File: config.mk
export PLATFORM = sky130hd
export DESIGN_NAME = sd_resp_parser_flat
export DESIGN_NICKNAME = d
export VERILOG_FILES = /design/src/rtl/sd_resp_parser_if.sv /design/src/rtl/sd_resp_parser.sv /design/src/flat_wrapper.sv
export SDC_FILE = /design/constraint.sdc
export NUM_CORES = 1
export LEC_CHECK = 0
export BUFFER_PORTS_ARGS = -buffer_cell sky130_fd_sc_hd__buf_2
export CAP_MARGIN = 30
export CORE_ASPECT_RATIO = 0.6
export CORE_MARGIN = 4
export CORE_UTILIZATION = 40
export CTS_CLUSTER_DIAMETER = 80
export CTS_CLUSTER_SIZE = 14
export DETAILED_ROUTE_END_ITERATION = 8
export PLACE_DENSITY = 0.6
export SYNTH_ARGS = -nofsm -noshare
export SYNTH_HDL_FRONTEND = slang
export SYNTH_SLANG_ARGS = --single-unit
File: constraint.sdc
create_clock -name clk -period 3 [get_ports clk]
set_input_delay 0.15 -clock clk [delete_from_list [all_inputs] [get_ports clk]]
set_output_delay 0.15 -clock clk [all_outputs]
set_load 0.02 [all_outputs]
File: src/rtl/sd_resp_parser_if.sv
// Link between the command FSM (master) and the CMD-line response parser (slave),
// carrying the control handshake, result flags and the register-bank load ports.
interface sd_resp_parser_if;
    logic         bit_en;
    logic         cmd_in;
    logic         start;
    logic [2:0]   resp_type;
    logic [5:0]   exp_index;
    logic         r2_is_cid;
    logic         busy;
    logic         done;
    logic         timeout;
    logic         frame_err;
    logic         idx_err;
    logic         crc_err;
    logic [127:0] cid_data;
    logic         cid_en;
    logic [127:0] csd_data;
    logic         csd_en;
    logic [31:0]  ocr_data;
    logic         ocr_en;
    logic [15:0]  rca_data;
    logic         rca_en;
    logic [63:0]  stat_data;
    logic         stat_en;

    modport master (
        output bit_en, cmd_in, start, resp_type, exp_index, r2_is_cid,
        input  busy, done, timeout, frame_err, idx_err, crc_err,
               cid_data, cid_en, csd_data, csd_en, ocr_data, ocr_en,
               rca_data, rca_en, stat_data, stat_en
    );

    modport slave (
        input  bit_en, cmd_in, start, resp_type, exp_index, r2_is_cid,
        output busy, done, timeout, frame_err, idx_err, crc_err,
               cid_data, cid_en, csd_data, csd_en, ocr_data, ocr_en,
               rca_data, rca_en, stat_data, stat_en
    );
endinterface

File: src/rtl/sd_resp_parser.sv
// SD CMD-line response parser: frames R1/R1b/R2/R3/R6/R7, checks fields and loads the card registers.
// Optional serial CRC7 checking is enabled with the SD_RESP_CRC_EN macro.
module sd_resp_parser #(
    parameter int NCR_MAX = 64
) (
    input  logic            clk,
    input  logic            reset,
    sd_resp_parser_if.slave bus
);
    localparam int NCR_W = $clog2(NCR_MAX);

    localparam logic [1:0] S_IDLE  = 2'd0;
    localparam logic [1:0] S_WAIT  = 2'd1;
    localparam logic [1:0] S_SHIFT = 2'd2;
    localparam logic [1:0] S_CHECK = 2'd3;

    localparam logic [2:0] T_NONE = 3'd0;
    localparam logic [2:0] T_R1   = 3'd1;
    localparam logic [2:0] T_R2   = 3'd2;
    localparam logic [2:0] T_R3   = 3'd3;
    localparam logic [2:0] T_R6   = 3'd6;
    localparam logic [2:0] T_R7   = 3'd7;

    logic [1:0]       state;
    logic [2:0]       rtype;
    logic [5:0]       exp_idx;
    logic             to_cid;
    logic [NCR_W-1:0] ncr_cnt;
    logic [7:0]       bit_cnt;
    logic [135:0]     sr;

    logic             is_r2;
    logic [7:0]       last_idx;
    logic [31:0]      payload;
    logic [31:0]      r6_status;
    logic             frame_bad;
    logic             idx_bad;
    logic             crc_bad;

    function automatic logic type_known(input logic [2:0] t);
        return t inside {T_R1, T_R2, T_R3, T_R6, T_R7};
    endfunction

    assign bus.busy = (state != S_IDLE);
    assign is_r2    = (rtype == T_R2);
    assign last_idx = is_r2 ? 8'd135 : 8'd47;
    assign payload  = sr[39:8];

    // Start and tx bits must be 0, end bit 1; R2 carries a fixed 6'h3F in the index field.
    assign frame_bad = is_r2 ? (sr[135] | sr[134] | ~sr[0]) : (sr[47] | sr[46] | ~sr[0]);
    assign idx_bad   = is_r2 ? (sr[133:128] != 6'h3F)
                             : ((rtype != T_R3) && (sr[45:40] != exp_idx));

    always_comb begin
        r6_status       = '0;
        r6_status[23]   = payload[15];
        r6_status[22]   = payload[14];
        r6_status[19]   = payload[13];
        r6_status[12:0] = payload[12:0];
    end

`ifdef SD_RESP_CRC_EN
    logic [6:0] crc;
    logic       crc_on;

    function automatic logic [6:0] crc7_step(input logic [6:0] c, input logic b);
        logic fb;
        fb = b ^ c[6];
        return {c[5:0], 1'b0} ^ (fb ? 7'h09 : 7'h00);
    endfunction

    // 48-bit frames cover bits [47:8]; R2 covers only the register bits [127:8].
    assign crc_on = is_r2 ? ((bit_cnt >= 8'd8) && (bit_cnt <= 8'd127)) : (bit_cnt <= 8'd39);

    always_ff @(posedge clk or negedge reset) begin
        if (!reset)
            crc <= '0;
        else if (state == S_WAIT)
            crc <= '0;
        else if ((state == S_SHIFT) && bus.bit_en && crc_on)
            crc <= crc7_step(crc, bus.cmd_in);
    end

    assign crc_bad = (rtype != T_R3) && (crc != sr[7:1]);
`else
    assign crc_bad = 1'b0;
`endif

    always_ff @(posedge clk or negedge reset) begin
        if (!reset) begin
            state         <= S_IDLE;
            rtype         <= T_NONE;
            exp_idx       <= '0;
            to_cid        <= 1'b0;
            ncr_cnt       <= '0;
            bit_cnt       <= '0;
            sr            <= '0;
            bus.done      <= 1'b0;
            bus.timeout   <= 1'b0;
            bus.frame_err <= 1'b0;
            bus.idx_err   <= 1'b0;
            bus.crc_err   <= 1'b0;
            bus.cid_data  <= '0;
            bus.cid_en    <= 1'b0;
            bus.csd_data  <= '0;
            bus.csd_en    <= 1'b0;
            bus.ocr_data  <= '0;
            bus.ocr_en    <= 1'b0;
            bus.rca_data  <= '0;
            bus.rca_en    <= 1'b0;
            bus.stat_data <= '0;
            bus.stat_en   <= 1'b0;
        end else begin
            bus.done    <= 1'b0;
            bus.cid_en  <= 1'b0;
            bus.csd_en  <= 1'b0;
            bus.ocr_en  <= 1'b0;
            bus.rca_en  <= 1'b0;
            bus.stat_en <= 1'b0;
            case (state)
                S_IDLE: begin
                    if (bus.start) begin
                        bus.timeout   <= 1'b0;
                        bus.frame_err <= 1'b0;
                        bus.idx_err   <= 1'b0;
                        bus.crc_err   <= 1'b0;
                        exp_idx       <= bus.exp_index;
                        to_cid        <= bus.r2_is_cid;
                        ncr_cnt       <= '0;
                        if (type_known(bus.resp_type)) begin
                            rtype <= bus.resp_type;
                            state <= S_WAIT;
                        end else begin
                            rtype         <= T_NONE;
                            bus.done      <= 1'b1;
                            bus.stat_en   <= 1'b1;
                            bus.stat_data <= {26'b0, 6'h3F, 32'b0};
                        end
                    end
                end
                S_WAIT: begin
                    if (bus.bit_en) begin
                        if (!bus.cmd_in) begin
                            state   <= S_SHIFT;
                            sr      <= '0;
                            bit_cnt <= 8'd1;
                        end else if (ncr_cnt == NCR_W'(NCR_MAX - 1)) begin
                            state       <= S_IDLE;
                            bus.done    <= 1'b1;
                            bus.timeout <= 1'b1;
                        end else begin
                            ncr_cnt <= ncr_cnt + 1'b1;
                        end
                    end
                end
                S_SHIFT: begin
                    if (bus.bit_en) begin
                        sr      <= {sr[134:0], bus.cmd_in};
                        bit_cnt <= bit_cnt + 8'd1;
                        if (bit_cnt == last_idx)
                            state <= S_CHECK;
                    end
                end
                default: begin
                    // S_CHECK: frame fully aligned at sr[0]; publish flags and loads together.
                    state         <= S_IDLE;
                    bus.done      <= 1'b1;
                    bus.frame_err <= frame_bad;
                    bus.idx_err   <= idx_bad;
                    bus.crc_err   <= crc_bad;
                    if (!(frame_bad || idx_bad || crc_bad)) begin
                        case (rtype)
                            T_R1, T_R7: begin
                                bus.stat_en   <= 1'b1;
                                bus.stat_data <= {26'b0, sr[45:40], payload};
                            end
                            T_R2: begin
                                if (to_cid) begin
                                    bus.cid_en   <= 1'b1;
                                    bus.cid_data <= {sr[127:1], 1'b1};
                                end else begin
                                    bus.csd_en   <= 1'b1;
                                    bus.csd_data <= {sr[127:1], 1'b1};
                                end
                            end
                            T_R3: begin
                                bus.ocr_en   <= 1'b1;
                                bus.ocr_data <= payload;
                            end
                            T_R6: begin
                                bus.rca_en    <= 1'b1;
                                bus.rca_data  <= payload[31:16];
                                bus.stat_en   <= 1'b1;
                                bus.stat_data <= {26'b0, sr[45:40], r6_status};
                            end
                            default: ;
                        endcase
                    end
                end
            endcase
        end
    end
endmodule

File: src/flat_wrapper.sv
// flat-port wrapper written by rule: the top's interface ports become plain ports
module sd_resp_parser_flat 
#(
    parameter int NCR_MAX = 64
)
  (clk, reset, bus_bit_en, bus_cmd_in, bus_start, bus_resp_type, bus_exp_index, bus_r2_is_cid, bus_busy, bus_done, bus_timeout, bus_frame_err, bus_idx_err, bus_crc_err, bus_cid_data, bus_cid_en, bus_csd_data, bus_csd_en, bus_ocr_data, bus_ocr_en, bus_rca_data, bus_rca_en, bus_stat_data, bus_stat_en);
  sd_resp_parser_if bus_i ();
  input  logic clk;
  input  logic reset;
  input wire logic [$bits(bus_i.bit_en)-1:0] bus_bit_en;
  input wire logic [$bits(bus_i.cmd_in)-1:0] bus_cmd_in;
  input wire logic [$bits(bus_i.start)-1:0] bus_start;
  input wire logic [$bits(bus_i.resp_type)-1:0] bus_resp_type;
  input wire logic [$bits(bus_i.exp_index)-1:0] bus_exp_index;
  input wire logic [$bits(bus_i.r2_is_cid)-1:0] bus_r2_is_cid;
  output wire logic [$bits(bus_i.busy)-1:0] bus_busy;
  output wire logic [$bits(bus_i.done)-1:0] bus_done;
  output wire logic [$bits(bus_i.timeout)-1:0] bus_timeout;
  output wire logic [$bits(bus_i.frame_err)-1:0] bus_frame_err;
  output wire logic [$bits(bus_i.idx_err)-1:0] bus_idx_err;
  output wire logic [$bits(bus_i.crc_err)-1:0] bus_crc_err;
  output wire logic [$bits(bus_i.cid_data)-1:0] bus_cid_data;
  output wire logic [$bits(bus_i.cid_en)-1:0] bus_cid_en;
  output wire logic [$bits(bus_i.csd_data)-1:0] bus_csd_data;
  output wire logic [$bits(bus_i.csd_en)-1:0] bus_csd_en;
  output wire logic [$bits(bus_i.ocr_data)-1:0] bus_ocr_data;
  output wire logic [$bits(bus_i.ocr_en)-1:0] bus_ocr_en;
  output wire logic [$bits(bus_i.rca_data)-1:0] bus_rca_data;
  output wire logic [$bits(bus_i.rca_en)-1:0] bus_rca_en;
  output wire logic [$bits(bus_i.stat_data)-1:0] bus_stat_data;
  output wire logic [$bits(bus_i.stat_en)-1:0] bus_stat_en;
  assign bus_i.bit_en = bus_bit_en;
  assign bus_i.cmd_in = bus_cmd_in;
  assign bus_i.start = bus_start;
  assign bus_i.resp_type = bus_resp_type;
  assign bus_i.exp_index = bus_exp_index;
  assign bus_i.r2_is_cid = bus_r2_is_cid;
  assign bus_busy = bus_i.busy;
  assign bus_done = bus_i.done;
  assign bus_timeout = bus_i.timeout;
  assign bus_frame_err = bus_i.frame_err;
  assign bus_idx_err = bus_i.idx_err;
  assign bus_crc_err = bus_i.crc_err;
  assign bus_cid_data = bus_i.cid_data;
  assign bus_cid_en = bus_i.cid_en;
  assign bus_csd_data = bus_i.csd_data;
  assign bus_csd_en = bus_i.csd_en;
  assign bus_ocr_data = bus_i.ocr_data;
  assign bus_ocr_en = bus_i.ocr_en;
  assign bus_rca_data = bus_i.rca_data;
  assign bus_rca_en = bus_i.rca_en;
  assign bus_stat_data = bus_i.stat_data;
  assign bus_stat_en = bus_i.stat_en;
  sd_resp_parser #(.NCR_MAX(NCR_MAX)) u_core (.clk(clk), .reset(reset), .bus(bus_i));
endmodule
==> results_dict.tcl <==
set metrics [dict create \
    status "completed" \
    utilization_pct 48.2 \
    grt_overflow 0 \
    critical_path_required_ns 3.41 \
    holdBufCountCts 15 \
    drc_errors 0 \
    synth.avg_cell_area_um2 12.5 \
    p_leak_nw 13.4 \
    power.switching_mw 5.20 \
    fmax_ghz 0.393 \
    ys_ff_latch 513 \
    num_io_pins 394 \
    syn2layout_area_growth_pct 18.1 \
    post-cts-setup-buffer-count 0 \
    routed_wl_mm 51.3 \
    syn_area_um2 20900 \
    place.gp.congestion 0.787 \
    critPathMaxFanout 29 \
    dpl_cell_area_um2 23500 \
    switching_share_pct 32.5 \
    dr.pass1.iters 5 \
    cts_resized 0 \
    p_int_mw 10.8 \
    core-area_um2 51300 \
    cellPowerDensity_nw_per_um2 646 \
    fillers 4611 \
    startpoint_type "flop" \
    place_worst_setup_slack_ns 0.474 \
    hold_class "primary input to flop" \
    ant_nets 0 \
    hold_viol 0 \
    cts_buffers 42 \
    routed-wl-met2_mm 23.2 \
    finalSetupViolCount 0 \
    ys_seq_area_share_pct 61.3 \
    power.share.clock_pct 30.9 \
    wl_per_cell_um 18.8 \
    top_layer "met5" \
    comb_power_share_pct 21.9 \
    endpoint_kind "flop" \
    yosys-top-cells-area "dfrtp_1 61%, mux2_4 8.6%, nand2_1 7.4%" \
    clk-insertion-delay-late_ns 0.55 \
    path_clk_slew_ns 0.07 \
    p_seq_share_pct 47.2 \
    dp_hpwl_mm 35.1 \
    rows 64 \
    cts_tree "done" \
    dr_wl_met3_mm 2.54 \
    async_flop_share_pct 100 \
    maxSlewHeadroom_pct 44.6 \
    slew_viol_final 0 \
    globalRouteTotalUtil_pct 18.3 \
    io_buffers 366 \
    netlist.area_leader.share_pct 61.3 \
    die_x_um 303 \
    crit_arrival_ns 2.95 \
    start_util_pct 40.8 \
    yosys_warnings 0 \
    root_buffer "clkbuf_16" \
    cts_max_level 2 \
    synth_cell_types 51 \
    routed-via-count 13494 \
    cts_num_sinks 513 \
    cap_violations 0 \
    layout.nets 2060 \
    stdcell_area_um2 24700 \
    grt_pass1_vias 13935 \
    via_per_inst 4.94 \
    period_share_pct 84.8 \
    layout_commonest_cell "dfrtp_1" \
    post-place-cells 2672 \
    drive_above_1_share_pct 30.2 \
    synth_edf_count 0 \
    grt_antenna_before_repair 2 \
    grt_start_max_net_pins 88 \
    synth.largest_area_cell "dfrtp_1" \
    netlist_instances 1674 \
    multi_input_area_um2 7360 \
    mostFrequentLayoutCells "513 x dfrtp_1, 413 x nand2_1, 365 x buf_2" \
    fin_setup_tns_ns 0 \
    instances_no_fill 2734 \
    cts_buffer_depth 3 \
    synth_ff_type "dfrtp_1" \
    final.setup_skew_ns 0.0316 \
    tightest_slew_ns 0.831 \
    dieArea_um2 56200 \
    die_h_um 185 \
    drt_iter0_drc 767 \
    setup.worst_path.class "flop to flop" \
    rsz0062_at_grt "no" \
    grt_pass1_wl_mm 81.8 \
    fin_crit_ns 2.54 \
    worst_slack_ns 0.455 \
    register_area_um2 12800 \
    ir_drop_mv 0.586 \
    drt-met1-wl_mm 24.7 \
]
## flip-flops by register name, indices dropped and copies added (netlist names), 2 cells and up
| signal | cells |
|---|---|
| u_core.bus.csd_data | 128 |
| u_core.exp_idx | 6 |
| u_core.bit_cnt | 8 |
| u_core.state | 2 |
| u_core.bus.rca_data | 16 |
| u_core.bus.cid_data | 128 |
| u_core.ncr_cnt | 6 |
| u_core.sr | 136 |
| u_core.rtype | 3 |
| u_core.bus.ocr_data | 32 |
| u_core.bus.stat_data | 38 |
## per-stage QoR
step	hold slack [ns]	power, mW
3_3_place_gp	0.206	11.1
2_1_floorplan	-0.146	9.94
5_1_grt	0.0551	16.9
4_1_cts	0.00682	16.2
6_report	0.0514	16.0
3_5_place_dp	0.210	11.2
## logic make-up after synthesis
group	after synthesis	synth area share, %
flip-flops	513	61.3
AND/OR/NAND/NOR	479	9.36
multiplexers	325	19.4
AO/OA/AOI/OAI	197	5.14
buffers and inverters	147	4.20
adder cells (fa/ha/maj)	6	0.358
XOR/XNOR	6	0.251
other	1	0.0179
## metal layers
layer / global-route usage [%] / up-vias
met5: 0 / -
met4: 3.65 / 2
met3: 3.41 / 68
met2: 28.2 / 269
met1: 27.2 / 6877
li1: - / 6278
## Yosys cell counts, types with 2 or more instances
master      n
buf_2      17
nand2_1   414
dfrtp_1   513
inv_1      21
a211o_1     2
mux2_1    132
xnor2_1     6
buf_4      28
mux2i_1    38
nand4_1     4
mux2_4    120
ha_1        6
buf_6       3
nand3_1    10
o31a_1      2
mux2_2     35
and3_1      2
o22ai_1     3
o31ai_1     5
nor3b_1     3
nand2b_1   11
nor2_1     11
o22a_1      3
nor2b_1     5
buf_12     11
buf_1       2
o21ai_0   166
a21oi_1     2
nor3_1      3
or4_1       2
clkbuf_1   64
or2_2       5
a22o_1      7
## power by group through the flow
stage / Sequential [mW] / Clock [mW] / Combinational [mW]
final: 7.55 / 4.93 / 3.50
after floorplan: 7.94 / 0 / 1.99
after detailed placement: 7.68 / 0 / 3.54
after global routing: 7.60 / 5.40 / 3.89
after CTS: 7.55 / 5.12 / 3.55
after global placement: 7.67 / 0 / 3.45
## layout make-up
| type | count | share of cell area [%] |
|---|---|---|
| Antenna cell | 1 | 0.0101 |
| Clock buffer | 43 | 4.35 |
| Clock inverter | 2 | 0.0657 |
| Inverter | 22 | 0.334 |
| Multi-Input combinational cell | 1040 | 29.7 |
| Sequential cell | 513 | 51.9 |
| Tap cell | 693 | 3.50 |
| Timing Repair Buffer | 420 | 10.1 |
## worst max-delay path, cell delays in order, from the launching register on
cell	delay (ns)
dfrtp_1	0.45
xnor2_1	0.19
nand4_1	0.16
o22a_1	0.32
or3_4	0.61
buf_12	0.26
mux2_1	0.35
## worst paths after layout
check,startpoint,end,slack [ns],depth (start not counted)
setup / recovery,u_core.sr[45],u_core.bus.cid_data[127],0.46,6
hold / removal,bus_start,u_core.bus.frame_err,0.05,4
setup reg to reg,u_core.sr[45],u_core.bus.cid_data[127],0.46,6
hold reg to reg,u_core.bus.csd_data[0],u_core.bus.csd_data[0],0.47,1
max in group asynchronous,reset,u_core.bus.cid_data[4],1.75,4
min in group asynchronous,reset,u_core.bus.rca_data[9],0.21,2
(Power assumes the default switching activity.)
